==> src/rtl/scmi_db_pkg.sv <==
// scmi_db_pkg: shared FSM state type and default sizing for the SCMI doorbell interrupt arbiter.
package scmi_db_pkg;
  typedef enum logic [1:0] {IDLE, ISSUE, SERVICE} scmi_db_state_e;
  localparam int SCMI_DB_NUM_CH = 256;
  localparam int SCMI_DB_TIMEOUT_CYCLES = 1024;
endpackage

==> src/rtl/scmi_db_rr_pick.sv <==
// scmi_db_rr_pick: first set request at or above rr_ptr, wrapping around to bit 0.
module scmi_db_rr_pick #(
  parameter int NUM_CH = 256,
  parameter int IDW = $clog2(NUM_CH)
) (
  input  logic [NUM_CH-1:0] req,
  input  logic [IDW-1:0]    rr_ptr,
  output logic              valid,
  output logic [IDW-1:0]    id
);
  logic [NUM_CH-1:0] hi, src;
  always_comb begin
    hi = req & ({NUM_CH{1'b1}} << rr_ptr);
    src = (|hi) ? hi : req;
    valid = |req;
    id = '0;
    for (int i = NUM_CH - 1; i >= 0; i--) if (src[i]) id = IDW'(i);
  end
endmodule

==> src/rtl/scmi_db_irq_arbiter.sv <==
// scmi_db_irq_arbiter: latches doorbell edges and grants them round-robin, one at a time, to the core.
// Optional service watchdog is built when SCMI_DB_TIMEOUT_EN is defined.
module scmi_db_irq_arbiter
  import scmi_db_pkg::*;
#(
  parameter int NUM_CH = SCMI_DB_NUM_CH,
  parameter int IDW = $clog2(NUM_CH),
  parameter int TIMEOUT_CYCLES = SCMI_DB_TIMEOUT_CYCLES
) (
  input  logic              clk_i,
  input  logic              rst_ni,
  input  logic [NUM_CH-1:0] db_irq_i,
  input  logic [NUM_CH-1:0] ch_en_i,
  output logic              irq_o,
  output logic [IDW-1:0]    irq_id_o,
  input  logic              irq_ack_i,
  input  logic              done_i,
  output logic [NUM_CH-1:0] pending_o,
  output logic              busy_o,
  output logic              overrun_o,
  input  logic              ovr_clr_i,
  output logic              timeout_o
);
  scmi_db_state_e state, state_n;
  logic [NUM_CH-1:0] db_q, pending, edge_v, clr_v, elig;
  logic [IDW-1:0] rr_ptr, pick_id, next_ptr;
  logic pick_valid, ack_fire, svc_end, tmo_hit;
  assign edge_v = db_irq_i & ~db_q & ch_en_i;
  assign elig = pending & ch_en_i;
  assign ack_fire = state == ISSUE && irq_ack_i;
  assign clr_v = ack_fire ? {{(NUM_CH-1){1'b0}}, 1'b1} << irq_id_o : '0;
  assign svc_end = state == SERVICE && (done_i || tmo_hit);
  assign next_ptr = (irq_id_o == IDW'(NUM_CH - 1)) ? '0 : irq_id_o + 1'b1;
  assign pending_o = pending;
  assign busy_o = state != IDLE;
  assign irq_o = state == ISSUE;
  scmi_db_rr_pick #(.NUM_CH(NUM_CH), .IDW(IDW)) u_pick (
    .req    (elig),
    .rr_ptr (rr_ptr),
    .valid  (pick_valid),
    .id     (pick_id)
  );
  always_comb begin
    state_n = state;
    state_n = state == IDLE  ? (pick_valid ? ISSUE : IDLE) :
              state == ISSUE ? (irq_ack_i ? SERVICE : ISSUE) :
                               (svc_end ? IDLE : SERVICE);
  end
  // New edges are OR-ed in after the ack clear so a same-cycle edge keeps the bit set
  always_ff @(posedge clk_i or negedge rst_ni) begin
    if (!rst_ni) begin
      state <= IDLE;
      db_q <= '0;
      pending <= '0;
      overrun_o <= 1'b0;
      irq_id_o <= '0;
      rr_ptr <= '0;
    end else begin
      state <= state_n;
      db_q <= db_irq_i;
      pending <= (pending & ~clr_v) | edge_v;
      overrun_o <= (overrun_o & ~ovr_clr_i) | (|(edge_v & pending));
      if (state == IDLE && pick_valid) irq_id_o <= pick_id;
      if (svc_end) rr_ptr <= next_ptr;
    end
  end
`ifdef SCMI_DB_TIMEOUT_EN
  localparam int CW = $clog2(TIMEOUT_CYCLES);
  logic [CW-1:0] tmo_cnt;
  assign tmo_hit = state == SERVICE && tmo_cnt == CW'(TIMEOUT_CYCLES - 1) && !done_i;
  always_ff @(posedge clk_i or negedge rst_ni) begin
    if (!rst_ni) begin
      tmo_cnt <= '0;
      timeout_o <= 1'b0;
    end else begin
      tmo_cnt <= ack_fire ? '0 : (state == SERVICE ? tmo_cnt + 1'b1 : tmo_cnt);
      timeout_o <= tmo_hit;
    end
  end
`else
  assign tmo_hit = 1'b0;
  assign timeout_o = 1'b0;
`endif
endmodule

==> config.mk <==
export PLATFORM = sky130hd
export DESIGN_NAME = scmi_db_irq_arbiter
export DESIGN_NICKNAME = d
export VERILOG_FILES = /design/src/rtl/scmi_db_pkg.sv /design/src/rtl/scmi_db_rr_pick.sv /design/src/rtl/scmi_db_irq_arbiter.sv
export SDC_FILE = /design/constraint.sdc
export NUM_CORES = 2
export LEC_CHECK = 0
export ABC_AREA = 1
export BUFFER_PORTS_ARGS = -buffer_cell sky130_fd_sc_hd__clkbuf_2
export CAP_MARGIN = 0
export CORE_AREA = 2 2 307 309
export DETAILED_ROUTE_END_ITERATION = 6
export DIE_AREA = 0 0 309 311
export GPL_TIMING_DRIVEN = 0
export PLACE_DENSITY = 0.61
export SYNTH_ARGS = -nofsm -noshare
export SYNTH_HDL_FRONTEND = slang
export SYNTH_SLANG_ARGS = --single-unit
==> constraint.sdc <==
create_clock -name clk_i -period 17.8 [get_ports clk_i]
set_clock_uncertainty 0.05 [all_clocks]
set_input_delay 4.45 -clock clk_i [delete_from_list [all_inputs] [get_ports clk_i]]
set_output_delay 4.45 -clock clk_i [all_outputs]
set_load 0.01 [all_outputs]
After elaboration in Yosys (flattened, before gate mapping):

Cells that the tools add are included.

* register bits after elaboration: 531
* bits of input ports: 517
* output and inout bits: 268
* logic and storage cells: 296

* $add $sub $neg: 1
* eq/ne operators: 3
* shifts and indexed selects: 2
* multiplexer cells: 264
* bitwise operators: 12
* reductions and logical operators: 8

Operators by type and width (count)
* 8-bit 2-to-1 mux: 257
* 256-bit AND: 6
* 256-bit OR reduction: 3
* 256-bit 2-to-1 mux: 2
* 256-bit inverter: 2
* 256-bit OR: 1
* 1-bit by 8-bit left shift with 256-bit output (first input constant): 1
* 256-bit by 8-bit left shift with 256-bit output (first input constant): 1
* 8-bit by 1-bit adder with 8-bit output (second input constant): 1
* 8-bit == test (second input constant): 1
* 2-bit 2-to-1 mux: 4
* 1-bit logical AND: 3
* 2-bit by 1-bit == test with 1-bit output (second input constant): 1
* 2-bit == test (second input constant): 1
* 2-bit logical NOT: 1
* 2-bit nonzero test: 1
* 1-bit AND: 1
* 1-bit 2-to-1 mux: 1
* 1-bit inverter: 1
* 1-bit OR: 1

Logic depth before layout (Yosys ltp):

* word-level depth: 260
* mapped depth: 273
* gate-level depth less buffers: 272

Cells and area by module:

A second synthesis with hierarchy kept.

* cells, all modules: 5501
* area total of the unflattened synthesis: 34354.2 um^2

Modules (own cells, without submodules)
* scmi_db_irq_arbiter: instances 1, cells each 3016, area each 23943.0 um^2, sequential area each 13287.7 um^2
* scmi_db_rr_pick: instances 1, cells each 2485, area each 10411.2 um^2, sequential area each 0.0 um^2

Least setup slack after synthesis:

OpenSTA, ideal clock, no wires.

* kind: in2reg
* start: in ch_en_i[63]
* end: reg irq_id_o[0]
* library setup time: 0.117 ns
* data arrival time: 16.343 ns
* required time: 17.633 ns
* path slack: 1.290 ns
* stages on the path: 269
* path buffers: 1
* path through: nand2_1 -> inv_1 -> nand2_1 -> nand2_1 -> nor2_1 -> nand2_1 -> nor2_1 -> nand2_1 -> nor2_1 -> nand2_1 -> nor2_1 -> nand2_1 -> nor2_1 -> nand3_2 -> inv_2 -> buf_4 -> o21ai_1 -> nand2_1 -> [233 not listed] -> nand2_1 -> nand2_1 -> nand2_1 -> nand2_1 -> nand2_1 -> nand2_1 -> nand2_1 -> nand2_1 -> nand2_1 -> nand2_1 -> nand2_1 -> nand2_1 -> nand2_1 -> nand2_1 -> nand2_1 -> nand2_1 -> nand2_1 -> nand2_1

* cells in the longest elaborated chain, start to end: 260
* elaborated cells on any way between the ends: 262
* those cells by class: 257 x mux; 2 x bitwise; 3 x reduce/logical

RTL lines
* from (decl): line scmi_db_irq_arbiter.sv:13 `input logic [NUM_CH-1:0] ch_en_i,`
* 256-bit AND *: line scmi_db_irq_arbiter.sv:29 `assign elig = pending & ch_en_i;`
* 256-bit AND: line scmi_db_rr_pick.sv:13 `hi = req & ({NUM_CH{1'b1}} << rr_ptr);`
* 256-bit OR reduction: line scmi_db_rr_pick.sv:14 `src = (|hi) ? hi : req;`
* 256-bit 2-to-1 mux: line scmi_db_rr_pick.sv:14
* 8-bit 2-to-1 mux (256 in a row): line scmi_db_rr_pick.sv:17 `for (int i = NUM_CH - 1; i >= 0; i--) if (src[i]) id = IDW'(i);`
* to (signal assigned): line scmi_db_irq_arbiter.sv:63 `if (state == IDLE && pick_valid) irq_id_o <= pick_id;`
* to (decl): line scmi_db_irq_arbiter.sv:15 `output logic [IDW-1:0] irq_id_o,`

Every way passes the cells marked *; elsewhere a longest branch is shown, timed or not.
A chain may end at the register's enable or synchronous reset.

Worst setup path in the final report:

* start: in ch_en_i[88]
* end: reg irq_id_o[0]

The elaborated chain is that of the path after synthesis.

==> impl_metrics.csv <==
group,metric,value,unit
global_route,grt_pass1_vias,36700,
power_and_ir_drop,p_total,3.57,mW
placement,hpwl,184,mm
finish,nets,6190,
sta,setup-violations-final,1,
yosys,yosys_warnings,0,
global_route,gr-usage-all-layers,43.9,%
sta,setup_slack,-2.31,ns
cts,cts_tree,"yes",
sta,setup_tns,-2.31,ns
status,violations,"max-capacitance violations, max-slew violations, negative setup slack",
drt,first_pass_iters,6,
sta,finalHoldViolCount,0,
sta,max_freq,49.7,MHz
yosys,async_flop_share,100,%
worst_setup_path,crit_path_max_incr_delay,0.45,ns
worst_setup_path,startpoint_type,"input port",
finish,layout-drive-gt1-share,18.9,%
sta,worstMarginPinSlew,1.58,ns
drt,drt_iter0_markers,4813,
die,core,92800,µm²
drt,vias_per_cell,5.57,
placement,gp_congestion,1.10,
die,rows,112,
die,die-width,309,µm
worst_setup_path,cp_data_arrival_time,20.64,ns
global_route,antenna_found_initial,19,
sta,drv_slew,23,
flow_run,cap_violations,3,
worst_setup_path,cp_common_cell,"nand2_1",
cts,insertion_delay,0.69,ns
placement,place_ws,-3.90,ns
finish,fillerInstances,10200,
yosys,synth.cell_area,32300,µm²
die,io_pins,785,
power_and_ir_drop,pwr_density_cell,88.1,nW/µm²
worst_setup_path,crit_required,18.33,ns
cts,cts-htree-levels,2,
yosys,synth_edf_count,0,
yosys,yosysTopAreaCell,"dfrtp_1",
die,initial_core_util,34.8,%
cts,clkTransAtPathRegs,0.06,ns
worst_setup_path,critPathSlowestCell,"nand4_1",
global_route,gr-total-overflow,0,
global_route,grt_pass1_wl,291,mm
drt,dr_total_vias,38800,
global_route,grt_max_degree,110,
finish,final_common_cell,"nand2_1",
yosys,syn_avg_cell_area,6.71,µm²
cts,clock_sinks,531,
yosys,ys_types,41,
yosys,synth.yosys.seq_area_share,41.2,%
worst_hold_path,hp-class,"flop to flop",
worst_setup_path,crit_path_end_kind,"flop",
cts,numCtsBuffers,59,
die,dieArea,96100,µm²
yosys,ys_ff_latch,531,
worst_setup_path,path_buf_inv,3,
drt,wl_per_cell,31.1,µm
finish,area_delta_synth_final,25.6,%
placement,io_buffers,783,
sta,period_share,113,%
yosys,syn_nets,5329,
worst_setup_path,crit_type,"input port to flop",
cts,cts_hold_buf,0,
cts,cts_root_buf,"clkbuf_16",
drt,drc,0,
drt,wl,217,mm
cts,cts_buffer_depth,3,
sta,relSlewSlack,-6.38,%
yosys,yosys-top-cells-area,"dfrtp_1, nand2_1, inv_1",
finish,final_cell_mix,"nand2_1, clkbuf_2, inv_1",
yosys,synth_cells,4806,
power_and_ir_drop,p_leak,21.3,nW
finish,final_cells,6972,
yosys,synth_top_area_share,41.2,%
worst_setup_path,critical_path.top_delay_family,"simple AND/OR/NAND/NOR gates",
sta,period_needed,20.11,ns
sta,rsz0062_at_grt,"yes",
drt,drtAntennaViolNets,0,
worst_setup_path,crit_fanout,5,
power_and_ir_drop,ir_worst_vdd,0.0792,mV
placement,dpl.cell_count,6850,
die,die_h,311,µm
status,status,"finished, violations left",
yosys,synth_flop_cell,"dfrtp_1",
synthesized netlist by cell type, types with 2 or more instances:
cell type,n
nand3b_1,195
nand2_2,6
inv_1,719
a21oi_1,42
o21bai_1,8
nor2_1,470
clkbuf_1,86
and3_1,3
dfrtp_1,531
ha_1,6
nand3_1,224
a21boi_0,2
nor2_2,4
nand3_2,2
o21ai_0,533
buf_1,12
clkinv_1,9
o31ai_1,11
o22ai_1,120
a32o_1,3
nand4_1,119
buf_2,27
o41ai_1,2
o311ai_0,3
o2111ai_1,9
xor2_1,3
nand2_1,1511
buf_4,7
a31oi_1,9
inv_2,14
o21ai_1,21
nor4_1,50
nor3_1,34
a22o_1,4
path summary, 6_finish.rpt:
| kind | slack, ns | endpoint | startpoint | depth (start not counted) |
|---|---|---|---|---|
| setup reg to reg | -1.22 | irq_id_o[0] | rr_ptr[7] | 270 |
| setup / recovery | -2.31 | irq_id_o[0] | ch_en_i[88] | 262 |
| hold reg to reg | 0.44 | pending_o[198] | db_q[198] | 3 |
| max in group asynchronous | 12.17 | db_q[93] | rst_ni | 4 |
| min in group asynchronous | 3.74 | pending_o[37] | rst_ni | 1 |
| hold / removal | 0.44 | pending_o[198] | db_q[198] | 3 |
cell families (layout without fill, tap and decap cells):
group | count (synthesis) | after routing | share of synthesized area (%)
adder cells (fa/ha/maj) | 6 | 6 | 0.233
flip-flops | 531 | 531 | 41.2
AND/OR/NAND/NOR | 2620 | 2620 | 35.2
buffers and inverters | 874 | 1780 | 10.4
XOR/XNOR | 3 | 3 | 0.0814
AO/OA/AOI/OAI | 771 | 771 | 12.9
other | 1 | 7 | 0.0116
per-layer routing:
layer  track usage, %  wire, µm  up-vias
met5                0        86        -
met4             26.4     15600       12
met3             8.83     20300      461
met2             65.9     92800     2252
met1             58.0     87900    18900
li1                 -         -    17200
cell type report:
cell class | count | area [µm²] | share of cell area (%)
antenna | 6 | 15.0 | 0.0371
buffer | 132 | 566 | 1.40
clock buffer | 86 | 1700 | 4.19
clock inverter | 20 | 273 | 0.673
inverter | 742 | 2790 | 6.87
multi-input combinational | 3401 | 16100 | 39.8
sequential | 531 | 13300 | 32.8
tap | 1254 | 1570 | 3.87
timing repair buffer | 800 | 4190 | 10.3
sequential cells by signal, indices dropped and copies added, names as in the netlist:
| signal | flops |
|---|---|
| db_q | 256 |
| irq_id_o | 8 |
| overrun_o | 1 |
| rr_ptr | 8 |
| pending_o | 256 |
| state | 2 |
tightest hold or removal path: stages (launching register included):
cell and delay (ns):
dfrtp_1 0.32, inv_1 0.04, nand3_1 0.07, nand2_1 0.05
where the power goes:
part,internal [mW],switching [mW]
logic,0.217,0.787
clock network,0.745,0.527
registers,1.26,0.0369
stage by stage:
stage	area, µm²	hold WS [ns]	utilization, %
CTS	40300	0.455	43.5
finish	40500	0.442	43.7
global placement	37800	0.438	40.7
floorplan	32300	0.429	-
global route	40500	0.471	43.7
detailed placement	37900	0.441	40.9
what timing repair did:
item                       CTS  global route
resized for setup          109            54
cloned                       0             0
pin swaps                   20            32
setup endpoints to repair    1             1
setup buffers                8             1
Power figures use the tool's default switching activity.
